<file path="src/rtl/ohr_tcam_pkg.sv">
// Shared definitions for the route-table TCAM writer: command opcodes,
// entry field layout, controller state encoding and the empty-entry value.
package ohr_tcam_pkg;

  localparam int TCAM_WIDTH = 32;
  localparam int TCAM_SIZE  = 32;
  localparam int TCAM_IDX_W = 8;
  localparam int TCAM_IF_W  = 4;

  typedef enum logic [1:0] {
    OP_ADD       = 2'b00,
    OP_DELETE    = 2'b01,
    OP_CLEAR_ALL = 2'b10,
    OP_RSVD      = 2'b11
  } cmd_op_e;

  // Entry layout, LSB first: mask, then net, then egress interface on top.
  localparam int MASK_LSB = 0;
  localparam int MASK_W   = TCAM_WIDTH;
  localparam int NET_LSB  = MASK_LSB + MASK_W;
  localparam int NET_W    = TCAM_WIDTH;
  localparam int IF_LSB   = NET_LSB + NET_W;
  localparam int IF_W     = TCAM_IF_W;
  localparam int ENTRY_W  = IF_LSB + IF_W;

  typedef enum logic [2:0] {
    ST_INIT  = 3'd0,
    ST_IDLE  = 3'd1,
    ST_WRITE = 3'd2,
    ST_SWEEP = 3'd3,
    ST_RESP  = 3'd4
  } wr_state_e;

  // A zero mask with zero interface never matches a programmed route.
  localparam logic [ENTRY_W-1:0] EMPTY_ENTRY = '0;

endpackage

</file>
<file path="src/rtl/tcam_prefix_mask.sv">
// Converts a prefix length into a left-aligned network mask and flags
// lengths longer than the address width.
module tcam_prefix_mask #(
  parameter int WIDTH = 32
) (
  input  logic [5:0]       i_prefix,
  output logic [WIDTH-1:0] o_mask,
  output logic             o_prefix_err
);

  always_comb begin
    o_prefix_err = (int'(i_prefix) > WIDTH);
    o_mask       = '0;
    if (!o_prefix_err) begin
      for (int i = 0; i < WIDTH; i++) begin
        o_mask[WIDTH-1-i] = (i < int'(i_prefix));
      end
    end
  end

endmodule

</file>
<file path="src/rtl/tcam_route_writer.sv">
// Route-table programming engine: turns add/delete/clear commands into TCAM
// write cycles and keeps an occupancy bitmap and route count in step.
module tcam_route_writer
  import ohr_tcam_pkg::*;
#(
  parameter int WIDTH = TCAM_WIDTH,
  parameter int SIZE  = TCAM_SIZE,
  parameter int IDX_W = TCAM_IDX_W,
  parameter int IF_W  = TCAM_IF_W
) (
  input  logic                    clk,
  input  logic                    rst_n,
  input  logic                    cmd_valid,
  output logic                    cmd_ready,
  input  logic [1:0]              cmd_op,
  input  logic [IDX_W-1:0]        cmd_index,
  input  logic [WIDTH-1:0]        cmd_net,
  input  logic [5:0]              cmd_prefix,
  input  logic [IF_W-1:0]         cmd_if,
  output logic                    rsp_valid,
  output logic                    rsp_err,
  output logic                    tcam_wr_en,
  output logic [IDX_W-1:0]        tcam_wr_index,
  output logic [2*WIDTH+IF_W-1:0] tcam_wr_data,
  output logic                    busy,
  output logic [IDX_W-1:0]        route_count,
  output logic [SIZE-1:0]         entry_valid,
  output logic [2:0]              dbg_state
);

  // Handshake: a command is taken on a rising edge where cmd_valid and
  // cmd_ready are both 1; cmd_ready is only ever high in IDLE.

  localparam int              DATA_W = 2 * WIDTH + IF_W;
  localparam logic [IDX_W:0]  SIZE_C = (IDX_W+1)'(SIZE);
  localparam logic [DATA_W-1:0] EMPTY_D = DATA_W'(EMPTY_ENTRY);

  wr_state_e          r_state, w_state;
  logic [IDX_W:0]     r_cnt, w_cnt;
  cmd_op_e            r_op, w_op;
  logic [IDX_W-1:0]   r_idx, w_idx;
  logic               r_ready, w_ready;
  logic               r_rsp_valid, w_rsp_valid;
  logic               r_rsp_err, w_rsp_err;
  logic               r_wr_en, w_wr_en;
  logic [IDX_W-1:0]   r_wr_idx, w_wr_idx;
  logic [DATA_W-1:0]  r_wr_data, w_wr_data;
  logic               r_busy, w_busy;
  logic [IDX_W-1:0]   r_count, w_count;
  logic [SIZE-1:0]    r_valid, w_valid;

  logic [WIDTH-1:0]   w_mask;
  logic               w_prefix_err;
  logic               w_idx_oob;
  logic               w_cmd_err;
  logic               w_accept;
  logic [SIZE-1:0]    w_sel;
  cmd_op_e            w_cmd_op;

  tcam_prefix_mask #(.WIDTH(WIDTH)) u_prefix_mask (
    .i_prefix     (cmd_prefix),
    .o_mask       (w_mask),
    .o_prefix_err (w_prefix_err)
  );

  always_comb begin
    w_cmd_op  = cmd_op_e'(cmd_op);
    w_accept  = cmd_valid && r_ready;
    w_idx_oob = ({1'b0, cmd_index} >= SIZE_C);
    w_cmd_err = (w_cmd_op == OP_RSVD) || w_prefix_err ||
                (((w_cmd_op == OP_ADD) || (w_cmd_op == OP_DELETE)) && w_idx_oob) ||
                ((w_cmd_op == OP_ADD) && (cmd_prefix == 6'd0) && (cmd_if == '0));
  end

  // One-hot select of the slot addressed by the captured command.
  always_comb begin
    w_sel = '0;
    for (int i = 0; i < SIZE; i++) begin
      w_sel[i] = (r_idx == IDX_W'(i));
    end
  end

  always_comb begin
    w_state     = r_state;
    w_cnt       = r_cnt;
    w_op        = r_op;
    w_idx       = r_idx;
    w_ready     = 1'b0;
    w_rsp_valid = 1'b0;
    w_rsp_err   = 1'b0;
    w_wr_en     = 1'b0;
    w_wr_idx    = r_wr_idx;
    w_wr_data   = r_wr_data;
    w_busy      = r_busy;
    w_count     = r_count;
    w_valid     = r_valid;

    case (r_state)
      ST_INIT, ST_SWEEP: begin
        if (r_cnt < SIZE_C) begin
          w_wr_en   = 1'b1;
          w_wr_idx  = r_cnt[IDX_W-1:0];
          w_wr_data = EMPTY_D;
          w_cnt     = r_cnt + (IDX_W+1)'(1);
          w_busy    = 1'b1;
        end else begin
          // Last empty write has just been captured by the TCAM.
          w_busy  = 1'b0;
          w_valid = '0;
          w_count = '0;
          if (r_state == ST_INIT) begin
            w_state = ST_IDLE;
            w_ready = 1'b1;
          end else begin
            w_state     = ST_RESP;
            w_rsp_valid = 1'b1;
          end
        end
      end

      ST_IDLE: begin
        w_ready = 1'b1;
        if (w_accept) begin
          w_ready = 1'b0;
          w_op    = w_cmd_op;
          w_idx   = cmd_index;
          if (w_cmd_err) begin
            w_state     = ST_RESP;
            w_rsp_valid = 1'b1;
            w_rsp_err   = 1'b1;
          end else begin
            case (w_cmd_op)
              OP_ADD: begin
                w_state   = ST_WRITE;
                w_wr_en   = 1'b1;
                w_wr_idx  = cmd_index;
                w_wr_data = {cmd_if, cmd_net & w_mask, w_mask};
                w_busy    = 1'b1;
              end
              OP_DELETE: begin
                w_state   = ST_WRITE;
                w_wr_en   = 1'b1;
                w_wr_idx  = cmd_index;
                w_wr_data = EMPTY_D;
                w_busy    = 1'b1;
              end
              default: begin
                // Clear-all: slot 0 goes out now, the sweep covers the rest.
                w_state   = ST_SWEEP;
                w_wr_en   = 1'b1;
                w_wr_idx  = '0;
                w_wr_data = EMPTY_D;
                w_cnt     = (IDX_W+1)'(1);
                w_busy    = 1'b1;
              end
            endcase
          end
        end
      end

      ST_WRITE: begin
        w_state     = ST_RESP;
        w_busy      = 1'b0;
        w_rsp_valid = 1'b1;
        if (r_op == OP_ADD) begin
          w_valid = r_valid | w_sel;
          if ((r_valid & w_sel) == '0) w_count = r_count + IDX_W'(1);
        end else begin
          w_valid = r_valid & ~w_sel;
          if ((r_valid & w_sel) != '0) w_count = r_count - IDX_W'(1);
        end
      end

      ST_RESP: begin
        w_state = ST_IDLE;
        w_ready = 1'b1;
      end

      default: begin
        w_state = ST_INIT;
        w_cnt   = '0;
      end
    endcase
  end

  always_ff @(posedge clk or negedge rst_n) begin
    if (!rst_n) begin
      r_state     <= ST_INIT;
      r_cnt       <= '0;
      r_op        <= OP_ADD;
      r_idx       <= '0;
      r_ready     <= 1'b0;
      r_rsp_valid <= 1'b0;
      r_rsp_err   <= 1'b0;
      r_wr_en     <= 1'b0;
      r_wr_idx    <= '0;
      r_wr_data   <= '0;
      r_busy      <= 1'b0;
      r_count     <= '0;
      r_valid     <= '0;
    end else begin
      r_state     <= w_state;
      r_cnt       <= w_cnt;
      r_op        <= w_op;
      r_idx       <= w_idx;
      r_ready     <= w_ready;
      r_rsp_valid <= w_rsp_valid;
      r_rsp_err   <= w_rsp_err;
      r_wr_en     <= w_wr_en;
      r_wr_idx    <= w_wr_idx;
      r_wr_data   <= w_wr_data;
      r_busy      <= w_busy;
      r_count     <= w_count;
      r_valid     <= w_valid;
    end
  end

  assign cmd_ready     = r_ready;
  assign rsp_valid     = r_rsp_valid;
  assign rsp_err       = r_rsp_err;
  assign tcam_wr_en    = r_wr_en;
  assign tcam_wr_index = r_wr_idx;
  assign tcam_wr_data  = r_wr_data;
  assign busy          = r_busy;
  assign route_count   = r_count;
  assign entry_valid   = r_valid;
  assign dbg_state     = r_state;

endmodule

</file>
<file path="config.mk">
export PLATFORM = sky130hd
export DESIGN_NAME = tcam_route_writer
export DESIGN_NICKNAME = d
export VERILOG_FILES = /design/src/rtl/ohr_tcam_pkg.sv /design/src/rtl/tcam_prefix_mask.sv /design/src/rtl/tcam_route_writer.sv
export SDC_FILE = /design/constraint.sdc
export NUM_CORES = 1
export LEC_CHECK = 0
export CAP_MARGIN = 20
export CELL_PAD_IN_SITES_DETAIL_PLACEMENT = 1
export CELL_PAD_IN_SITES_GLOBAL_PLACEMENT = 2
export CORE_MARGIN = 3
export CORE_UTILIZATION = 38
export DETAILED_ROUTE_END_ITERATION = 7
export DONT_BUFFER_PORTS = 1
export PLACE_DENSITY_LB_ADDON = 0.1
export SLEW_MARGIN = 20
export SYNTH_ARGS = -nofsm -noshare
export SYNTH_HDL_FRONTEND = slang
export SYNTH_SLANG_ARGS = --single-unit
</file>
<file path="constraint.sdc">
create_clock -name clk -period 7.6 [get_ports clk]
set_input_delay 1.52 -clock clk [delete_from_list [all_inputs] [get_ports clk]]
set_output_delay 1.52 -clock clk [all_outputs]
set_load 0.005 [all_outputs]
</file>
==> metrics.txt <==
status=finished clean; commonest non-fill, non-tap cells in the layout=dfrtp_1 (143), o21ai_0 (90), a21oi_1 (61); register area share after synthesis=around 53%; Routed Wire Length=21600 um; Die Height=around 140 um; non-filler cells in the finished layout=893; Fin. Hold Viols=0; placed insts=about 860; multi-input logic area=3010 um2; RePlAce Congestion=0.831; vias in the first global route=~5700; worst reg2reg endpoint=route_count[5]; Setup Total Neg Slack=0 ns; worst-path maximum fanout=20; initial antenna violation count=0; Final WS setup=3.93 ns; ant diodes=0; count of flip-flops with a built-in enable after synthesis=0; Fin Clk Skew=0.00864 ns; fillers=1933; Num Clock Sinks=143; vias=5402; CORE AREA=17400 um2; top_reg_cell synth=dfrtp_1; total congestion overflow=0; P per Cell Area=391 nW/um2; hold path startpoint=r_op[0]; reg2reg start=r_idx[0]; critical path type=in -> reg; share of the core filled with cells=43.3%; Slew HR=about 30%; Synth async-reset ratio=between 90% and 100%; Synth Net Count=between 700 and 800; Final Power=2.94 mW; Max Clk Rate=273 MHz; layout cells sized above 1=8.68%; RSZ-0062 raised after global routing=false; DP Worst Slack=3.23 ns; Int Pwr=1.72 mW; worst hold endpoint=r_op[0]; post-synthesis cell count=about 680; DRT antenna net count=0; Syn Area/Cell=10.1 um2; Root Driver=clkbuf_16; Nets=between 700 and 800; worst r2r path cells=7; min cycle time layout=between 3 and 4 ns; cell count of the worst hold path=1; Max Transition Viols Final=0; Initial Util=between 30% and 40%; Critical Path RT=7.96 ns; Reg area=3580 um2; Detailed Routing Iterations Pass 1=4; slowest stage cell, crit path=o41ai_1; Sw Share=41.6%; Worst-path clk slew=~0.070 ns; die area=a little under 20000 um2; Buffers on Ports=0; TritonCTS Buffers=17; CTS HTree Levels=4; synthesized area=just under 7000 um2; critical path capture point type=flip-flop; YS warnings=0; initial DRC count=between 200 and 250; FF-to-FF setup slack=4.18 ns; crit start category=primary input; Clock power frac=between 20% and 30%; FP Rows=48; CTS tree=yes; Final Cycle Share=between 40% and 50%; DR WL/cell=24.2 um; Final Setup Violations=0; first-pass GRT wire length=34000 um; worst hold path class=reg -> reg; cts hold-fix bufs=0; Synth cell types=63; Net Sw Power=1.23 mW; DRC errors left=0; post_cts resized=0; Post-CTS Setup Bufs=0; maxcap violations=0; clock latency on the worst-skew pair=0.42 ns; crit-path max cell delay=0.45 ns; sequential share of power=39.2%; most common cell after layout, fill and taps aside=dfrtp_1; Worst VDD drop=0.000212 V; Total GRT Usage=22.0%; Worst Path Arrival=4.03 ns; post-DP HPWL=15200 um; Least-Margin Pin Slew=1.04 ns; Top Ports=179; CTS max path bufs=2; Comb pwr share=approximately 33%; Die W=140 um; routed vias/inst=about 6.0; Syn-to-layout area delta=10.6%; CP cell instances=or2_1, o41ai_1, o2111ai_1, a2111oi_4, buf_4, o21ai_2, a21oi_1, a22o_1; flops & latches, synth=143; largest net degree at the start of global routing=approximately 140; Pleak=between 3 and 4 nW
## power groups by stage
stage                     logic, mW  registers [mW]  clock network (mW)
after detailed placement      0.961            1.17                   0
after floorplan               0.793            1.05                   0
after global placement        0.923            1.16                   0
after CTS                     0.961            1.16               0.848
final                         0.960            1.15               0.829
after global routing           1.08            1.18               0.885
## critical path: cells and delay by family
kind | cells | cell delay, ns
AOI/OAI and AO/OA | 6 | 1.94
buffers and inverters | 1 | 0.31
and+or+nand+nor | 1 | 0.25
## flip-flops by register name (all words and copies together) (netlist names)
register and count:
tcam_wr_data 68, cmd_ready 1, busy 1, route_count 8, tcam_wr_en 1, r_idx 8
entry_valid 32, r_op 2, rsp_valid 1, dbg_state 3, r_cnt 9, rsp_err 1
tcam_wr_index 8
## kinds of logic (layout without fill, tap and decap cells)
logic type                 after synthesis  after routing  share of synthesized area, %
AOI/OAI and AO/OA                      265            265                          25.5
and+or+nand+nor                        178            178                          13.3
DFF                                    143            143                          52.5
buffers and inverters                   59             51                          3.51
muxes                                   16             16                          2.72
adders and majority gates                8              8                          1.58
xor gates and xnor gates                 7              7                         0.900
## synthesized netlist by cell type (all sizes together), types with 2 or more instances
cell	n	area share (%)
a2111oi	4	0.79
nand4	2	0.18
nor3b	6	0.66
and3	5	0.46
nand2	52	2.9
nand2b	12	1.1
nand3	10	0.73
o22a	2	0.26
clkbuf	38	2.1
and2	10	0.92
o21ai	91	6.7
o32ai	3	0.39
or4	3	0.44
or4b	2	0.29
a22oi	9	0.99
xor2	4	0.51
a32oi	2	0.26
mux2	10	1.7
a22o	33	4.2
nor2b	9	0.83
o31ai	3	0.33
a32o	10	1.5
buf	6	0.59
a221o	4	0.59
inv	15	0.83
nor3	5	0.37
dfrtp	143	53
ha	7	1.3
a21o	23	2.5
nor2	41	2.3
o211ai	2	0.22
or2	3	0.28
a21oi	62	4.6
o21a	2	0.22
mux2i	5	0.73
or3	2	0.18
a211oi	3	0.40
nor4b	2	0.35
a311oi	2	0.26
o41ai	2	0.26
o22ai	2	0.18
nor4	11	1.0
xnor2	3	0.39
## worst max-delay path by stage
stage                     slack (ns)  cells past startpoint           from          endpoint
after detailed placement        3.23                      7      cmd_op[1]          r_cnt[0]
after CTS                       3.69                      7      cmd_op[1]          r_cnt[0]
final                           3.93                      8  cmd_prefix[0]  tcam_wr_data[47]
after global routing            3.72                      8  cmd_prefix[0]  tcam_wr_data[47]
after floorplan                 4.04                      9  cmd_prefix[1]  tcam_wr_data[53]
after global placement          3.39                      7      cmd_op[1]          r_cnt[0]
## through the flow
step                      hold WS [ns]  cell area [um2]
after global routing             0.519             7540
after detailed placement         0.494             6960
final                            0.507             7540
after CTS                        0.509             7530
after global placement           0.484             6950
after floorplan                  0.470             6810
## per-layer routing
layer	vias to the layer above	share of wire, %	track usage (%)
li1	2450	-	-
met1	2747	42	27.5
met2	178	48	36.1
met3	27	7.8	7.58
met4	0	2.0	6.83
met5	-	0	0
## layout make-up
cell class	instances	share of cell area, %
sequential	143	47.5
multi-input combinational	474	40.0
clock buffer	17	5.65
tap	225	3.74
clock inverter	15	1.99
inverter	15	0.747
timing repair buffer	4	0.398
Power figures use the tool's default switching activity.
